--- config.mk ---
export PLATFORM = sky130hd
export DESIGN_NAME = ifir_interp_chain
export DESIGN_NICKNAME = d
export VERILOG_FILES = /design/src/rtl/ifir_interp_chain.sv
export SDC_FILE = /design/constraint.sdc
export NUM_CORES = 1
export LEC_CHECK = 0
export ABC_AREA = 1
export BUFFER_PORTS_ARGS = -buffer_cell sky130_fd_sc_hd__buf_2
export CORE_ASPECT_RATIO = 1.75
export CORE_MARGIN = 1
export CORE_UTILIZATION = 60
export DETAILED_ROUTE_END_ITERATION = 7
export GPL_ROUTABILITY_DRIVEN = 1
export PLACE_DENSITY = 0.77
export SLEW_MARGIN = 20
export SYNTH_ARGS = -nofsm -noshare
export SYNTH_HDL_FRONTEND = slang
export SYNTH_SLANG_ARGS = --single-unit
export TNS_END_PERCENT = 1
--- constraint.sdc ---
create_clock -name clock -period 3.5 [get_ports clock]
set_input_delay 0.525 -clock clock [delete_from_list [all_inputs] [get_ports clock]]
set_output_delay 0.525 -clock clock [all_outputs]
set_load 0.02 [all_outputs]
--- src/rtl/ifir_interp_chain.sv ---
// Cascade of NSTAGES 2x linear interpolators driven by one shared phase counter.
// Define IFIR_TAP_EN to expose every stage output on tap_out.
module ifir_interp_chain #(
  parameter int W       = 24,
  parameter int NSTAGES = 4
) (
  input  logic                clock,
  input  logic                rst,
  input  logic                en,
  input  logic signed [W-1:0] data_in,
  input  logic                in_valid,
  output logic                in_ready,
  output logic signed [W-1:0] data_out,
  output logic                out_valid,
  output logic                underrun,
  input  logic                underrun_clr
`ifdef IFIR_TAP_EN
  ,
  output logic [NSTAGES*W-1:0] tap_out
`endif
);

  localparam logic [NSTAGES-1:0] CNT_LAST = '1;

  logic [NSTAGES-1:0]  r_cnt;
  logic signed [W-1:0] r_hold;
  logic                r_outValid;
  logic                r_underrun;
  logic                w_accept;
  logic                w_miss;
  logic signed [W-1:0] w_y [0:NSTAGES];

  assign in_ready = en && (r_cnt == CNT_LAST) && !rst;
  assign w_accept = in_ready && in_valid;
  assign w_miss   = in_ready && !in_valid;

  always_ff @(posedge clock) begin
    if (rst) begin
      r_cnt <= '0;
    end else if (en) begin
      r_cnt <= r_cnt + NSTAGES'(1);
    end
  end

  // A missed slot keeps the previous sample so the chain repeats it.
  always_ff @(posedge clock) begin
    if (rst) begin
      r_hold <= '0;
    end else if (w_accept) begin
      r_hold <= data_in;
    end
  end

  always_ff @(posedge clock) begin
    if (rst) begin
      r_underrun <= 1'b0;
    end else if (w_miss) begin
      r_underrun <= 1'b1;
    end else if (en && underrun_clr) begin
      r_underrun <= 1'b0;
    end
  end

  always_ff @(posedge clock) begin
    if (rst) begin
      r_outValid <= 1'b0;
    end else begin
      r_outValid <= en;
    end
  end

  assign w_y[0]    = r_hold;
  assign data_out  = w_y[NSTAGES];
  assign out_valid = r_outValid;
  assign underrun  = r_underrun;

  generate
    for (genvar k = 1; k <= NSTAGES; k++) begin : g_stage
      // Stage k runs at 2^k times the input rate; its strobe masks the low counter bits.
      localparam logic [NSTAGES-1:0] STROBE_MASK = NSTAGES'((1 << (NSTAGES - k)) - 1);

      logic signed [W-1:0] r_a;
      logic signed [W-1:0] r_b;
      logic signed [W-1:0] r_y;
      logic signed [W:0]   w_sum;
      logic                w_strobe;
      logic                w_evenPhase;

      assign w_strobe    = en && ((r_cnt & STROBE_MASK) == STROBE_MASK);
      assign w_evenPhase = r_cnt[NSTAGES-k];
      assign w_sum       = {r_a[W-1], r_a} + {r_b[W-1], r_b};

      always_ff @(posedge clock) begin
        if (rst) begin
          r_a <= '0;
          r_b <= '0;
          r_y <= '0;
        end else if (w_strobe) begin
          if (w_evenPhase) begin
            r_a <= r_b;
            r_b <= w_y[k-1];
            r_y <= r_b;
          end else begin
            r_y <= W'(w_sum >>> 1);
          end
        end
      end

      assign w_y[k] = r_y;

`ifdef IFIR_TAP_EN
      assign tap_out[k*W-1 -: W] = r_y;
`endif
    end
  endgenerate

endmodule

Word-level counts from Yosys, hierarchy flattened:

Index checks and enable logic that the tools add are counted.

* latch bits: 0
* flip-flop bits (word level): 318
* logic and storage cells: 45
* input bits: 29
* bits in read-only memories: 0
* memories: 0
* RAM bits: 0
* output and inout port bits: 27

* multipliers: 0
* eq/ne operators: 3
* shift operators: 0
* magnitude comparators: 0
* mux-type cells: 6
* bitwise operators: 0
* div/mod/pow operators: 0
* $add $sub $neg: 5
* reduce and logical (&&, ||, !) cells: 15

Operator list (number)
* adder 24 x 24 -> 25 bit: 4
* two-way mux 24 bit: 4
* logical AND 1 bit: 8
* AND reduction 2 bit: 4
* adder 4 x 1 -> 4 bit (second input constant): 1
* equality test 4 bit (second input constant): 1
* equality test 3 bit (second input constant): 1
* equality test 2 bit (second input constant): 1
* zero test 1 bit: 2
* two-way mux 1 bit: 2
* nonzero test 2 bit: 1

Logic depth before layout (Yosys ltp):

* word-level depth: 5
* gate-level depth with buffers: 13
* depth with buffers taken out: 13

Worst setup path after synthesis:

Ideal clock, no wire load.

* kind: in2out
* from: in en
* to: out in_ready
* stages: 6
* setup slack: 1.391 ns
* path buffers: 2
* data arrival time: 1.584 ns
* cell sequence: buf_4 nand2_4 inv_2 nand2_2 buf_2 nor3_1

* word-level cells in the longest chain between the ends: 2

RTL lines
* start: declaration: RTL line 9 `input logic en,`
* logical AND 1 bit (2 in a row): RTL line 33 `assign in_ready = en && (r_cnt == CNT_LAST) && !rst;`
* end: declaration: RTL line 12 `output logic in_ready,`

No other way between the ends.

Final worst setup path:

* from: reg r_cnt[1]
* to: out in_ready

* word-level cells in the longest chain between the ends: 3

RTL lines
* start: declaration: RTL line 25 `logic [NSTAGES-1:0] r_cnt;`
* start signal: assignment: RTL line 41 `r_cnt <= r_cnt + NSTAGES'(1);`
* equality test 4 bit: RTL line 33
* logical AND 1 bit (2 in a row): RTL line 33

No other way between the ends.

==> flow_summary_export.csv <==
group,metric,value,unit
routing,met1Wirelength,18600,um
logic_synthesis,synth_mux_area_frac,0,
floorplanning,initial_core_util,0.609,
logic_synthesis,synthesis.instances,2896,
power_and_ir_drop,power.density_cell_area,381,nW/um^2
sta,report.final.hold_viol_count,0,
finish,nNetsFinal,3031,
setup_path,timing.critical_path.from_type,"flop",
flow_run,maxCapViolCount,0,
routing,drt_pre_antenna_iters,6,
sta,grt_setup_unrepaired,"false",
cts,post_cts_resize_count,0,
placement,pre_cts_ws,1080,ps
finish,final-seq-area,6370,um^2
finish,areaGrowthSynthToFinish,8.46,%
sta,whs,141,ps
logic_synthesis,postSynthRegisterBits,318,
sta,setup_total_negative_slack,0,ps
sta,finClkSkew,9.04,ps
logic_synthesis,mean_cell_area_of_the_mapped_netlist,6.32,um^2
sta,postLayoutSetupSlackWorst,634,ps
routing,ant_nets,0,
setup_path,worst_setup_path_end_kind,"output pin",
floorplanning,core_region_area,30100,um^2
global_route,first_pass_grt_wire_length,86300,um
cts,clkSlewWorstSetupHoldPaths,60,ps
logic_synthesis,synth_area,18300,um^2
logic_synthesis,synth_async_sr_flop_share,0,
logic_synthesis,synthTopCellsByArea,"sky130_fd_sc_hd__dfxtp_1 35%, sky130_fd_sc_hd__nand2_1 22%, sky130_fd_sc_hd__a21oi_1 8.0%",
logic_synthesis,syn_warnings,0,
routing,post_drt_via_cell_ratio,5.49,
logic_synthesis,synthMostInstantiatedCell,"sky130_fd_sc_hd__nand2_1",
sta,timing.fmax,349,MHz
routing,drc,0,
sta,worst_slew_pin_slew,1120,ps
finish,multiInputGateArea,10000,um^2
floorplanning,die-area,31200,um^2
placement,place.gp.congestion,1.00,
logic_synthesis,post-synth-top-area-fraction,0.348,
logic_synthesis,synth-seq-area-share,0.348,
power_and_ir_drop,total_power,7.56,mW
finish,fillerInstances,2819,
routing,routed-wl-met3,2040,um
sta,maxSlewViolCount,0,
logic_synthesis,synth_edf_count,0,
floorplanning,die_width,134,um
placement,buffer_ports.inserted,55,
finish,layout-drive-gt1-share,0.0513,
setup_path,r2r_setup_slack,1200,ps
cts,cts-htree-levels,1,
sta,slew-limit-headroom,0.253,
cts,clock_tree.buffer_depth,3,
cts,clock-root-buffer,"sky130_fd_sc_hd__clkbuf_16",
status,outcome,"complete, no violations",
setup_path,critical_path_fanouts_max,26,
cts,post-cts-setup-buffer-count,0,
logic_synthesis,synth.top_cells.by_count,"1050 x sky130_fd_sc_hd__nand2_1, 389 x sky130_fd_sc_hd__inv_1, 318 x sky130_fd_sc_hd__dfxtp_1, 294 x sky130_fd_sc_hd__a21oi_1, 232 x sky130_fd_sc_hd__nor2_1",
sta,setup_viol,0,
setup_path,crit_required,2970,ps
setup_path,reg2reg_depth,7,
setup_path,critical_path_class,"reg -> out",
global_route,initial_antenna_violation_count,5,
global_route,grt_remaining_overflow,0,
cts,cts_hold_fix_bufs,0,
floorplanning,core.rowCount,84,
logic_synthesis,synth.lib_cells_used.distinct,35,
worst_hold_path,hold-path-cell-count,3,
logic_synthesis,synthDominantAreaCellType,"sky130_fd_sc_hd__dfxtp_1",
logic_synthesis,synth_adder_area_share,0.0686,
sta,timing.final.crit_share,0.819,
sta,finalCriticalPeriod,2870,ps
power_and_ir_drop,leakagePower,9.75,nW
cts,cts_buffers,30,
floorplanning,die_h,233,um
placement,post-dp-hpwl,41100,um
global_route,grt_max_degree,102,
logic_synthesis,synth_simple_gate_area_frac,0.333,
routing,totalWireLength,54400,um
global_route,track_usage,0.352,
logic_synthesis,synth_nets,3023,
routing,first_iter_violations,998,
power_and_ir_drop,max-vdd-ir-drop,0.434,mV
floorplanning,ios,56,
logic_synthesis,synth_compound_gate_area_share,0.131,
cts,clock_latency,580,ps
cts,clock-sinks,318,
routing,detailroute.via_count,18223,
routing,detail_route_met2_wl,28900,um
routing,wl_per_cell,16.4,um
worst_hold_path,hp-class,"in -> reg",
logic_synthesis,dominantRegCellSynth,"sky130_fd_sc_hd__dfxtp_1",
logic_synthesis,combinational_family_with_the_most_area_after_synthesis,"simple AND/OR/NAND/NOR gates",
cts,cts_tree,"done",
logic_synthesis,share_of_the_synthesized_netlist_area_taken_by_xor_and_xnor_gates,0.0144,
global_route,first_global_vias,17356,
routing,dr.max_layer_used,"met4",
setup_path,signal_arrival_time_at_the_worst_endpoint,2340,ps
==> final cells by class <==
class                      count  share of cell area
multi-input combinational   2084               0.504
sequential                   318               0.321
inverter                     394              0.0745
clock buffer                  39              0.0421
tap                          387              0.0244
timing repair buffer          76              0.0228
clock inverter                15              0.0108
antenna                        5            0.000630
==> flip-flops by register name, summed over array words and instances (netlist names) <==
name,count
g_stage.r_a,96
g_stage.r_b,96
g_stage.r_y,72
data_out,24
r_hold,24
r_cnt,4
out_valid,1
underrun,1
==> cell usage in the layout, fill, tap and decap left out, types with 2 or more instances in the layout <==
| master | instances |
|---|---|
| sky130_fd_sc_hd__nand2_1 | 1050 |
| sky130_fd_sc_hd__inv_1 | 388 |
| sky130_fd_sc_hd__dfxtp_1 | 318 |
| sky130_fd_sc_hd__a21oi_1 | 294 |
| sky130_fd_sc_hd__nor2_1 | 232 |
| sky130_fd_sc_hd__nand3_1 | 124 |
| sky130_fd_sc_hd__o21ai_0 | 94 |
| sky130_fd_sc_hd__ha_1 | 94 |
| sky130_fd_sc_hd__buf_2 | 54 |
| sky130_fd_sc_hd__a22oi_1 | 31 |
| sky130_fd_sc_hd__clkbuf_16 | 31 |
| sky130_fd_sc_hd__nand4_1 | 30 |
| sky130_fd_sc_hd__xor2_1 | 30 |
| sky130_fd_sc_hd__a31oi_1 | 28 |
| sky130_fd_sc_hd__nand3b_1 | 26 |
| sky130_fd_sc_hd__buf_4 | 20 |
| sky130_fd_sc_hd__and2_1 | 8 |
| sky130_fd_sc_hd__or2_2 | 8 |
| sky130_fd_sc_hd__nor4_1 | 7 |
| sky130_fd_sc_hd__inv_2 | 6 |
| sky130_fd_sc_hd__diode_2 | 5 |
| sky130_fd_sc_hd__bufinv_16 | 5 |
| sky130_fd_sc_hd__clkbuf_1 | 5 |
| sky130_fd_sc_hd__clkinv_2 | 5 |
| sky130_fd_sc_hd__fa_1 | 4 |
| sky130_fd_sc_hd__nand2_2 | 3 |
| sky130_fd_sc_hd__nor3_1 | 3 |
| sky130_fd_sc_hd__nor2_2 | 3 |
| sky130_fd_sc_hd__nand2b_1 | 3 |
| sky130_fd_sc_hd__o21ai_1 | 3 |
| sky130_fd_sc_hd__clkbuf_8 | 3 |
| sky130_fd_sc_hd__clkinvlp_4 | 3 |
| sky130_fd_sc_hd__nand2_4 | 2 |
| sky130_fd_sc_hd__or2_1 | 2 |
| sky130_fd_sc_hd__clkinv_4 | 2 |
==> metrics by stage <==
stage / utilization / instances / cell area, um^2
floorplan: - / 2896 / 18300
global placement: 0.625 / 3259 / 18800
detailed placement: 0.625 / 3259 / 18800
CTS: 0.660 / 3313 / 19800
global route: 0.661 / 3318 / 19900
finish: 0.661 / 3318 / 19900
==> cells by family after synthesis <==
kind of cell,after synthesis
xor+xnor,30
flops,318
simple gates,1503
fa+ha+maj,98
compound gates,453
buf+inv,494
==> report_power, final <==
group	internal [mW]	switching [mW]
clock network	2.05	1.46
logic	0.101	0.247
registers	3.66	0.0378
total	5.81	1.75
==> path summary, 6_finish.rpt <==
check,start,endpoint
setup / recovery,r_cnt[1]$_SDFFE_PP0P_,in_ready
hold / removal,data_in[19],r_hold[19]$_SDFFE_PP0P_
setup reg to reg,r_cnt[1]$_SDFFE_PP0P_,g_stage[1].r_y[7]$_SDFFE_PP0P_
hold reg to reg,g_stage[1].r_y[6]$_SDFFE_PP0P_,g_stage[2].r_b[6]$_SDFFE_PP0P_
==> critical path, cell delays in order, from the launching register on <==
cell and delay [ps]:
sky130_fd_sc_hd__dfxtp_1 390, sky130_fd_sc_hd__ha_1 250, sky130_fd_sc_hd__nand2_4 200, sky130_fd_sc_hd__inv_2 100, sky130_fd_sc_hd__nand2_2 90, sky130_fd_sc_hd__nor3_1 450
sky130_fd_sc_hd__buf_2 270
==> per-layer routing <==
layer | vias to the layer above | track usage
met3 | 246 | 0.0412
met4 | 0 | 0.299
met5 | - | 0
met2 | 518 | 0.673
li1 | 9182 | -
met1 | 8277 | 0.328
(Power assumes the default switching activity.)
